===== src/rtl/reg_writeback_unit_pkg.sv =====
// Shared types and widths for the register-file writeback path.
package reg_writeback_unit_pkg;

  localparam int REG_W  = 5;
  localparam int DATA_W = 32;
  localparam logic [REG_W-1:0] REG_ZERO = '0;

  // One buffered mult/div result waiting for the write port.
  typedef struct packed {
    logic [REG_W-1:0]  wreg;
    logic [DATA_W-1:0] data;
  } wb_entry_t;

endpackage


===== src/rtl/wb_result_fifo.sv =====
// Small synchronous FIFO holding mult/div results until the write port is free.
// Push and pop may coincide at any fill level; a pop frees its slot first.
module wb_result_fifo
  import reg_writeback_unit_pkg::*;
#(
  parameter int DEPTH = 2
) (
  input  logic      clock,
  input  logic      reset,
  input  logic      push_i,
  input  wb_entry_t push_data_i,
  input  logic      pop_i,
  output logic      full_o,
  output logic      empty_o,
  output wb_entry_t head_o
);

  localparam int PW = $clog2(DEPTH);

  wb_entry_t        mem_q [DEPTH];
  logic [PW-1:0]    wr_ptr_q, rd_ptr_q;
  logic [PW:0]      count_q;
  logic             do_push, do_pop;

  assign full_o  = (count_q == (PW+1)'(DEPTH));
  assign empty_o = (count_q == '0);
  assign head_o  = mem_q[rd_ptr_q];

  assign do_pop  = pop_i && !empty_o;
  assign do_push = push_i && (!full_o || do_pop);

  // Pointer and occupancy tracking; pointers wrap naturally (DEPTH is a power of 2).
  always_ff @(posedge clock) begin
    if (reset) begin
      wr_ptr_q <= '0;
      rd_ptr_q <= '0;
      count_q  <= '0;
    end else begin
      if (do_push) wr_ptr_q <= wr_ptr_q + PW'(1);
      if (do_pop)  rd_ptr_q <= rd_ptr_q + PW'(1);
      if (do_push && !do_pop)      count_q <= count_q + (PW+1)'(1);
      else if (do_pop && !do_push) count_q <= count_q - (PW+1)'(1);
    end
  end

  // Storage array; contents need no reset since count gates visibility.
  always_ff @(posedge clock) begin
    if (do_push) mem_q[wr_ptr_q] <= push_data_i;
  end

endmodule


===== src/rtl/reg_writeback_unit.sv =====
// Owner of the register-file write port: arbitrates in-order WB results against
// buffered mult/div results, forces a pipeline stall when the buffer starves,
// and tracks registers whose mult/div result is still in flight.
module reg_writeback_unit
  import reg_writeback_unit_pkg::*;
#(
  parameter int FIFO_DEPTH = 2,
  parameter int STARVE_MAX = 4
) (
  input  logic              clock,
  input  logic              reset,
  input  logic              wb_valid,
  input  logic [REG_W-1:0]  wb_reg,
  input  logic [DATA_W-1:0] wb_data,
  input  logic              md_issue,
  input  logic [REG_W-1:0]  md_issue_reg,
  input  logic              md_valid,
  input  logic [REG_W-1:0]  md_reg,
  input  logic [DATA_W-1:0] md_data,
  output logic              md_ready,
  output logic              stall_req,
  input  logic [REG_W-1:0]  rd_reg_a,
  input  logic [REG_W-1:0]  rd_reg_b,
  output logic              busy_a,
  output logic              busy_b,
  output logic              regWriteF,
  output logic [REG_W-1:0]  writeReg,
  output logic [DATA_W-1:0] writeData
);

  localparam int AGE_W = $clog2(STARVE_MAX + 1);

  logic              fifo_full, fifo_empty;
  wb_entry_t         fifo_head, md_entry;
  logic              md_push, pop, wb_win;

  logic              wf_q, wf_d;
  logic [REG_W-1:0]  wr_q, wr_d;
  logic [DATA_W-1:0] wd_q, wd_d;
  logic              md_wr_q, md_wr_d;     // current write came from the FIFO
  logic [31:0]       sb_q, sb_d;
  logic [AGE_W-1:0]  age_q, age_d;
  logic              stall_q, stall_d;

  assign md_ready  = !fifo_full;
  assign md_push   = md_valid && md_ready;
  assign md_entry  = '{wreg: md_reg, data: md_data};

  // Under stall the FIFO owns the port; otherwise WB has priority.
  assign pop       = !fifo_empty && (stall_q || !wb_valid);
  assign wb_win    = wb_valid && !stall_q;

  assign stall_req = stall_q;
  assign regWriteF = wf_q;
  assign writeReg  = wr_q;
  assign writeData = wd_q;

  // Lookups see only the registered scoreboard so a clear lands after the write.
  assign busy_a    = sb_q[rd_reg_a];
  assign busy_b    = sb_q[rd_reg_b];

  wb_result_fifo #(.DEPTH(FIFO_DEPTH)) u_fifo (
    .clock       (clock),
    .reset       (reset),
    .push_i      (md_push),
    .push_data_i (md_entry),
    .pop_i       (pop),
    .full_o      (fifo_full),
    .empty_o     (fifo_empty),
    .head_o      (fifo_head)
  );

  // Winner selection, scoreboard update, starvation age and stall request.
  always_comb begin
    wf_d    = 1'b0;
    wr_d    = wr_q;
    wd_d    = wd_q;
    md_wr_d = 1'b0;
    if (pop) begin
      wf_d    = (fifo_head.wreg != REG_ZERO);
      wr_d    = fifo_head.wreg;
      wd_d    = fifo_head.data;
      md_wr_d = (fifo_head.wreg != REG_ZERO);
    end else if (wb_win) begin
      wf_d = (wb_reg != REG_ZERO);
      wr_d = wb_reg;
      wd_d = wb_data;
    end

    sb_d = sb_q;
    if (md_wr_q) sb_d[wr_q] = 1'b0;
    if (md_issue && md_issue_reg != REG_ZERO) sb_d[md_issue_reg] = 1'b1;

    if (fifo_empty || pop)                    age_d = '0;
    else if (age_q == AGE_W'(STARVE_MAX))     age_d = age_q;
    else                                      age_d = age_q + AGE_W'(1);

    if (stall_q) stall_d = !fifo_empty;
    else         stall_d = (age_q >= AGE_W'(STARVE_MAX));
  end

  // State registers; reset discards any in-progress write and pending bits.
  always_ff @(posedge clock) begin
    if (reset) begin
      wf_q    <= 1'b0;
      wr_q    <= '0;
      wd_q    <= '0;
      md_wr_q <= 1'b0;
      sb_q    <= '0;
      age_q   <= '0;
      stall_q <= 1'b0;
    end else begin
      wf_q    <= wf_d;
      wr_q    <= wr_d;
      wd_q    <= wd_d;
      md_wr_q <= md_wr_d;
      sb_q    <= sb_d;
      age_q   <= age_d;
      stall_q <= stall_d;
    end
  end

  // Protocol checks: WB must respect the stall and never target a pending register.
  always @(posedge clock) begin
    if (!reset) begin
      assert (!(wb_valid && stall_q));
      assert (!(wb_valid && sb_q[wb_reg] && wb_reg != REG_ZERO));
    end
  end

endmodule


===== config.mk =====
export PLATFORM = sky130hd
export DESIGN_NAME = reg_writeback_unit
export DESIGN_NICKNAME = d
export VERILOG_FILES = /design/src/rtl/reg_writeback_unit_pkg.sv /design/src/rtl/wb_result_fifo.sv /design/src/rtl/reg_writeback_unit.sv
export SDC_FILE = /design/constraint.sdc
export NUM_CORES = 1
export LEC_CHECK = 0
export BUFFER_PORTS_ARGS = -buffer_cell sky130_fd_sc_hd__buf_4
export CORE_UTILIZATION = 27
export DETAILED_ROUTE_END_ITERATION = 16
export HOLD_SLACK_MARGIN = 0.15
export PLACE_DENSITY = 0.57
export SLEW_MARGIN = 0
export SYNTH_ARGS = -nofsm -noshare
export SYNTH_HDL_FRONTEND = slang
export SYNTH_SLANG_ARGS = --single-unit

===== constraint.sdc =====
create_clock -name clock -period 2.39 [get_ports clock]
set_input_delay 0.1195 -clock clock [delete_from_list [all_inputs] [get_ports clock]]
set_output_delay 0.1195 -clock clock [all_outputs]
set_load 0.1 [all_outputs]

==> results by group, run 1 <==
Run status
  – Status: completed

Clocking
  – Bufs on Longest Clock Path: 2
  – Sink Count: 154
  – Clock Tree Root: clkbuf_16
  – CTS Buf Count: 17
  – CTS H-Tree Depth: 4
  – Post-CTS Setup Inserts: 0
  – Later-pin clock latency in the skew report: 0.42 ns
  – Clk pin slew, worst setup/hold paths: 0.07 ns
  – CTS tree: built

GRT
  – Antenna violations before repair: 0
  – First-pass GRT wire length: 28700 um
  – Global route overflow: 0
  – Vias in the first global route: 5586
  – GRT Total Usage: 0.142
  – Largest net degree at the start of global routing: 74

Timing
  – Tightest Pin Transition: 0.761 ns
  – Final hold violation count: 0
  – Max_slew headroom: 0.493
  – Fin. max-slew vios: 0
  – Setup Skew: 0.00771 ns
  – Hold WS: 0.164 ns
  – RSZ-0062 raised after global routing: false
  – Fmax: 479 MHz
  – Final setup violation count: 0
  – Setup TNS: 0 ns
  – Crit path time final: 2.09 ns
  – Final period utilization: 0.873

Layout
  – # fillers: 2378
  – Area growth syn-to-layout: 40.0%
  – Area of the multi-input gates: 2610 um2
  – Final core occ: 0.385
  – Layout cells sized above 1: 0.217
  – FF/Latch Area: 3820 um2
  – Antenna diodes: 0
  – Nets: 931
  – Post-Layout Cell Count: 1171

Yosys
  – Synth unique cells: 39
  – Synth warn: 0
  – Post-synth top flop: dfxtp_1
  – Syn_area_per_cell: 10.7 um2
  – Post-synth EDFFs: 74
  – Syn nets: 724
  – #FFs+latches synth: 154
  – Sequential-to-total area share from yosys stat: 0.571
  – Asr flop ratio synth: 0
  – Synthesized area: 6690 um2
  – Yosys top cell area share: 0.332
  – Post-synth top area cell: edfxtp_1
  – Synth area leaders: edfxtp_1 33%, dfxtp_1 24%, mux2i_1 10%
  – Cells after Synth: 627

Worst setup path
  – CP Buf/Inv Count: 5
  – CP arrival: 2.44 ns
  – Top delay family on crit path: buffers and inverters
  – CP most frequent cell: dlygate4sd3_1
  – CP startpoint kind: input pin
  – CP Cell Sequence: dlygate4sd3_1 > buf_4 > nor3b_1 > dlygate4sd3_1 > buf_4 > nand2_1 > dlygate4sd3_1 > a21oi_1
  – Critical Path End Type: flip-flop
  – Reg2reg path depth: 6
  – Crit path largest cell delay: 0.58 ns
  – Worst setup startpoint: md_issue_reg[1]
  – Path type of the worst setup path: input pin to flip-flop
  – Crit path max fanout: 7
  – Worst R2R Start: u_fifo.count_q[0]
  – Required time of the worst setup path: 2.74 ns
  – Stages on the worst setup path: 8
  – Critical path's slowest cell: dlygate4sd3_1

Drt
  – Drt first-iter violations: 290
  – Initial DRT Pass Iterations: 5
  – Antenna-violating nets left: 0
  – WL per Instance: 14.9 um
  – Routed wire length: 17400 um
  – DRC viols: 0
  – Routed vias: 5421
  – Vias per Instance: 4.63

Floorplan
  – Core area: 24300 um2
  – Initial core utilization: 0.275
  – Die area: 25400 um2
  – FP Rows: 57
  – Ports: 136
  – Die H: 159 um
  – Die width: 159 um

Min path
  – Worst Hold Depth: 2
  – Hold wc startpoint: reset
  – HP Class: input pin to flip-flop

Power
  – Power Dens Cells: 936 nW/um2
  – Maximum VDD drop: 0.651 mV
  – Leakage: 3.54 nW

Placement
  – HPWL Detailed: 11500 um
  – IO Port Bufs: 135
  – Placer Congestion: 0.814
  – DP Cell Count: 1056

Flow run
  – # Max-Cap Violations: 0
==> per-layer routing <==
| metal | wire (um) | GRT usage | vias up | share of wire |
|---|---|---|---|---|
| li1 | - | - | 2692 | - |
| met1 | 7970 | 0.175 | 2568 | 0.46 |
| met2 | 8410 | 0.243 | 139 | 0.48 |
| met3 | 806 | 0.0352 | 22 | 0.046 |
| met4 | 258 | 0.0472 | 0 | 0.015 |
| met5 | 0 | 0 | - | 0 |
==> final cells by class <==
| class | instances | area share |
|---|---|---|
| flip-flops and latches | 154 | 0.408 |
| multi-input cells | 429 | 0.278 |
| repair buffers | 229 | 0.208 |
| clock buffers | 18 | 0.0458 |
| well taps | 324 | 0.0433 |
| clock inverters | 14 | 0.0148 |
| inverters | 3 | 0.00120 |
==> sequential cells by signal, summed over array words and instances (netlist names), named ones only <==
register,count
age_q,3
u_fifo.rd_ptr_q,1
writeReg,5
stall_req,1
writeData,32
md_wr_q,1
u_fifo.mem_q,74
u_fifo.count_q,2
sb_q,32
u_fifo.wr_ptr_q,1
regWriteF,1
==> cells by family after synthesis <==
logic type               synth area share
buffers and inverters              0.0419
multiplexers                        0.103
flip-flops                          0.571
XOR/XNOR                          0.00654
AO/OA/AOI/OAI                       0.142
adder cells (fa/ha/maj)           0.00561
AND/OR/NAND/NOR                     0.129
==> cell usage after synthesis, drive strengths merged, types with 6 or more instances <==
cell type,n
mux2i,69
nand3b,6
nand2,123
o21ai,34
dfxtp,80
nor2,16
clkbuf,18
a22oi,9
edfxtp,74
nand3,6
buf,23
a21oi,75
o211ai,37
==> final timing paths <==
path                            end  slack, ns
hold reg to reg             sb_q[0]       0.49
setup reg to reg  u_fifo.count_q[1]       0.70
hold / removal        writeData[22]       0.16
setup / recovery           sb_q[12]       0.30
==> per-stage QoR <==
| step | setup WS, ns | cell area, um2 | total power, mW |
|---|---|---|---|
| 5_1_grt | 0.206 | 9370 | 9.20 |
| 3_3_place_gp | 0.724 | 7970 | 6.17 |
| 2_1_floorplan | 0.0888 | 6700 | 5.55 |
| 3_5_place_dp | 0.703 | 7970 | 6.18 |
| 4_1_cts | 0.329 | 9370 | 8.87 |
| 6_report | 0.302 | 9370 | 8.77 |
==> worst register-to-register path, cell delays in order (launching register included) <==
cell	delay, ns
dfxtp_1	0.35
nand2b_2	0.21
nand2_1	0.17
inv_1	0.06
ha_1	0.31
or3_1	0.38
a21oi_1	0.14
==> layout by cell type, fill, tap and decap left out, types with 5 or more instances in the layout <==
cell,n
dfxtp_1,79
a21oi_1,75
nand3_1,6
nor4_1,5
nand3b_1,6
nor2_1,15
dlygate4sd3_1,83
o21ai_1,5
inv_6,5
a22oi_1,9
buf_4,144
o21ai_0,29
edfxtp_1,74
nand2_1,123
o211ai_1,37
nor3b_1,5
clkbuf_16,17
mux2i_1,69
==> timing repair <==
action / 4_1_cts / 5_1_grt
hold buffers: 83 / 0
hold endpoints to repair: 138 / 0
resized for setup: 0 / 0
==> power by group <==
group	leakage, nW	internal, mW	switching, mW
logic	1.93	0.892	1.93
registers	1.35	3.16	0.225
clock network	0.265	1.45	1.11
total	3.54	5.50	3.26
Note: power is estimated with default switching activity, not from simulation.
==> run 2, diff against run 1 <==
CORE_MARGIN = 2   (was not set)
MAX_ROUTING_LAYER = met4   (was not set)
PLACE_DENSITY = 0.55   (was 0.57)
clock period = 2.49 ns   (was 2.39 ns; I/O delays follow)
==> run 2 against run 1 <==
Hold slack improved by 0.0067 ns. Global-route usage fell by 0.13 points. Total power decreased by 3.1%. Count of clock-buffer cells in the layout unchanged. Non-clock buffer count decreased by 1. Core utilization up 0.077 points. Clock power about the same. Clock skew rose by 0.011 ns. Critical endpoint is now busy_a. Largest power group unchanged.
==> results by group, run 2 (synthesis results as in run 1) <==
Power
  – Switching pwr: 3.19 mW (was 3.26 mW)
  – Leakage: 3.55 nW (was 3.54 nW)
  – P_int: 5.31 mW (was 5.50 mW)
  – Gate power share: 0.319 (was 0.322)
  – Switching share of power: 0.375 (was 0.372)
  – Share of total power in the clock network: 0.299 (was 0.293)
  – Reg power frac: 0.381 (was 0.386)
  – Maximum VDD drop: 0.510 mV (was 0.651 mV)
  – Power Dens Cells: 905 nW/um2 (was 936 nW/um2)

Timing
  – Final period utilization: 0.792
  – Tightest Pin Transition: 0.755 ns (was 0.761 ns)
  – RSZ-0062 raised after global routing: false (unchanged)
  – Hold WS: 0.171 ns (was 0.164 ns)
  – Setup TNS: 0 ns (unchanged)
  – Fmax: 507 MHz
  – Fin. max-slew vios: 0 (unchanged)
  – Final hold violation count: 0 (unchanged)
  – Setup Skew: 0.0188 ns (was 0.00771 ns)
  – Final setup violation count: 0 (unchanged)
  – Max_slew headroom: 0.497 (was 0.493)
  – Crit path time final: 1.97 ns
  – Final setup margin: 0.518 ns (was 0.302 ns)

Worst setup path
  – CP arrival: 1.85 ns (was 2.44 ns)
  – CP startpoint kind: flip-flop (was input pin)
  – Path type of the worst setup path: flip-flop to primary output (was input pin to flip-flop)
  – R2r setup slk: 0.82 ns (was 0.70 ns)
  – Crit path max fanout: 3 (was 7)
  – Critical Path End Type: primary output (was flip-flop)
  – Required time of the worst setup path: 2.37 ns (was 2.74 ns)

Floorplan
  – Die H: 161 um (was 159 um)
  – Initial core utilization: 0.275 (unchanged)
  – FP Rows: 57 (unchanged)
  – Die width: 161 um (was 159 um)
  – Core area: 24300 um2 (unchanged)
  – Die area: 26100 um2 (was 25400 um2)
  – Ports: 136 (unchanged)

Clocking
  – CTS tree: built (unchanged)
  – Later-pin clock latency in the skew report: 0.43 ns (was 0.42 ns)
  – Clock Tree Root: clkbuf_16 (unchanged)
  – CTS Buf Count: 17 (unchanged)
  – Clk pin slew, worst setup/hold paths: 0.07 ns (about the same)
  – Post-cts resize count: 0 (unchanged)
  – CTS H-Tree Depth: 4 (unchanged)
  – Bufs on Longest Clock Path: 2 (unchanged)
  – Sink Count: 154 (unchanged)

Layout
  – Max reg flops: 74 (unchanged)
  – Most frequent cells in the layout: 142 x buf_4, 123 x nand2_1, 84 x dlygate4sd3_1, 79 x dfxtp_1, 75 x a21oi_1 (was 144 x buf_4, 123 x nand2_1, 83 x dlygate4sd3_1, 79 x dfxtp_1, 75 x a21oi_1)
  – # fillers: 2362 (was 2378)
  – Commonest non-fill, non-tap cell in the layout: buf_4 (unchanged)
  – Biggest register: u_fifo.mem_q (unchanged)
  – Area growth syn-to-layout: 40.3% (was 40.0%)
  – Nets: 930 (was 931)
  – Post-Layout Cell Count: 1173 (was 1171)
  – Layout cells sized above 1: 0.215 (was 0.217)
  – Post-route cell area: 9390 um2 (was 9370 um2)

GRT
  – GRT Total Usage: 0.141 (was 0.142)
  – Vias in the first global route: 5452 (was 5586)
  – Antenna violations before repair: 2 (was 0)
  – First-pass GRT wire length: 28100 um (was 28700 um)
  – Largest net degree at the start of global routing: 74 (unchanged)
  – Global route overflow: 0 (unchanged)

Drt
  – Antenna-violating nets left: 0 (unchanged)
  – WL per Instance: 15.1 um (was 14.9 um)
  – Vias per Instance: 4.66 (was 4.63)
  – Drt first-iter violations: 392 (was 290)
  – DRC viols: 0 (unchanged)
  – Initial DRT Pass Iterations: 5 (unchanged)
  – Routed vias: 5469 (was 5421)
  – Routed wire length: 17700 um (was 17400 um)

Placement
  – DP Cell Count: 1054 (was 1056)
  – Placer Congestion: 0.808 (was 0.814)
  – IO Port Bufs: 135 (unchanged)
  – Placed Area: 7960 um2 (was 7970 um2)
  – HPWL Detailed: 11700 um (was 11500 um)
  – Worst slack, placed: 0.835 ns (was 0.703 ns)

Run status
  – Status: completed (unchanged)

Min path
  – HP Class: input pin to flip-flop (unchanged)

Flow run
  – # Max-Cap Violations: 0 (unchanged)
-- run 2: cell types whose count changed in the layout (fill, tap and decap cells not counted), moves of 2 or more --
cell / before / now
buf_4: 144 / 142
clkinv_4: 4 / 1
clkinv_8: 0 / 2
diode_2: 0 / 3
clkinvlp_4: 4 / 2
-- run 2: metal layers --
metal  vias up  wire length, um  GRT usage
li1       2695                -          -
met1      2558             8000      0.176
met2       197             8330      0.227
met3        19             1200     0.0295
met4         0              206     0.0479
met5         -                0          -
-- run 2: power by group through the flow --
stage	combinational (mW)	clock [mW]	sequential, mW
2_1_floorplan	1.34	0	3.99
3_3_place_gp	2.62	0	3.29
3_5_place_dp	2.63	0	3.30
4_1_cts	2.75	2.61	3.24
5_1_grt	2.92	2.71	3.28
6_report	2.71	2.54	3.24
-- run 2: cell type report --
class | instances | area (um2) | area share
Clock buffer | 18 | 429 | 0.0457
Sequential cell | 154 | 3820 | 0.407
Inverter | 3 | 11.3 | 0.00120
Multi-Input combinational cell | 429 | 2610 | 0.278
Tap cell | 324 | 405 | 0.0432
Timing Repair Buffer | 228 | 1950 | 0.207
Antenna cell | 3 | 7.51 | 0.000800
Clock inverter | 14 | 155 | 0.0165
-- run 2: path summary, 6_finish.rpt --
kind,startpoint,to,cells past startpoint
worst min register to register,sb_q[11],sb_q[11],2
worst max register to register,u_fifo.count_q[0],u_fifo.count_q[1],6
worst max-delay path,sb_q[18],busy_a,6
worst min-delay path,reset,writeData[23],2
-- run 2: stage by stage --
stage	power, mW	util
final	8.50	0.386
after global routing	8.91	0.386
after CTS	8.60	0.386
after global placement	5.91	0.327
after floorplan	5.33	-
after detailed placement	5.92	0.327
-- run 2: what timing repair did --
action / 4_1_cts / 5_1_grt
buffers inserted: 0 / 0
hold buffers: 84 / 0
endpoints found under the hold margin: 138 / 0
setup endpoints to repair: 0 / 0
-- run 2: critical path, stage by stage, from the launching register on --
cell,delay [ns]
dfxtp_1,0.32
mux2i_1,0.25
nand2_1,0.12
nand4b_1,0.11
a21oi_1,0.05
a311o_1,0.34
buf_4,0.24
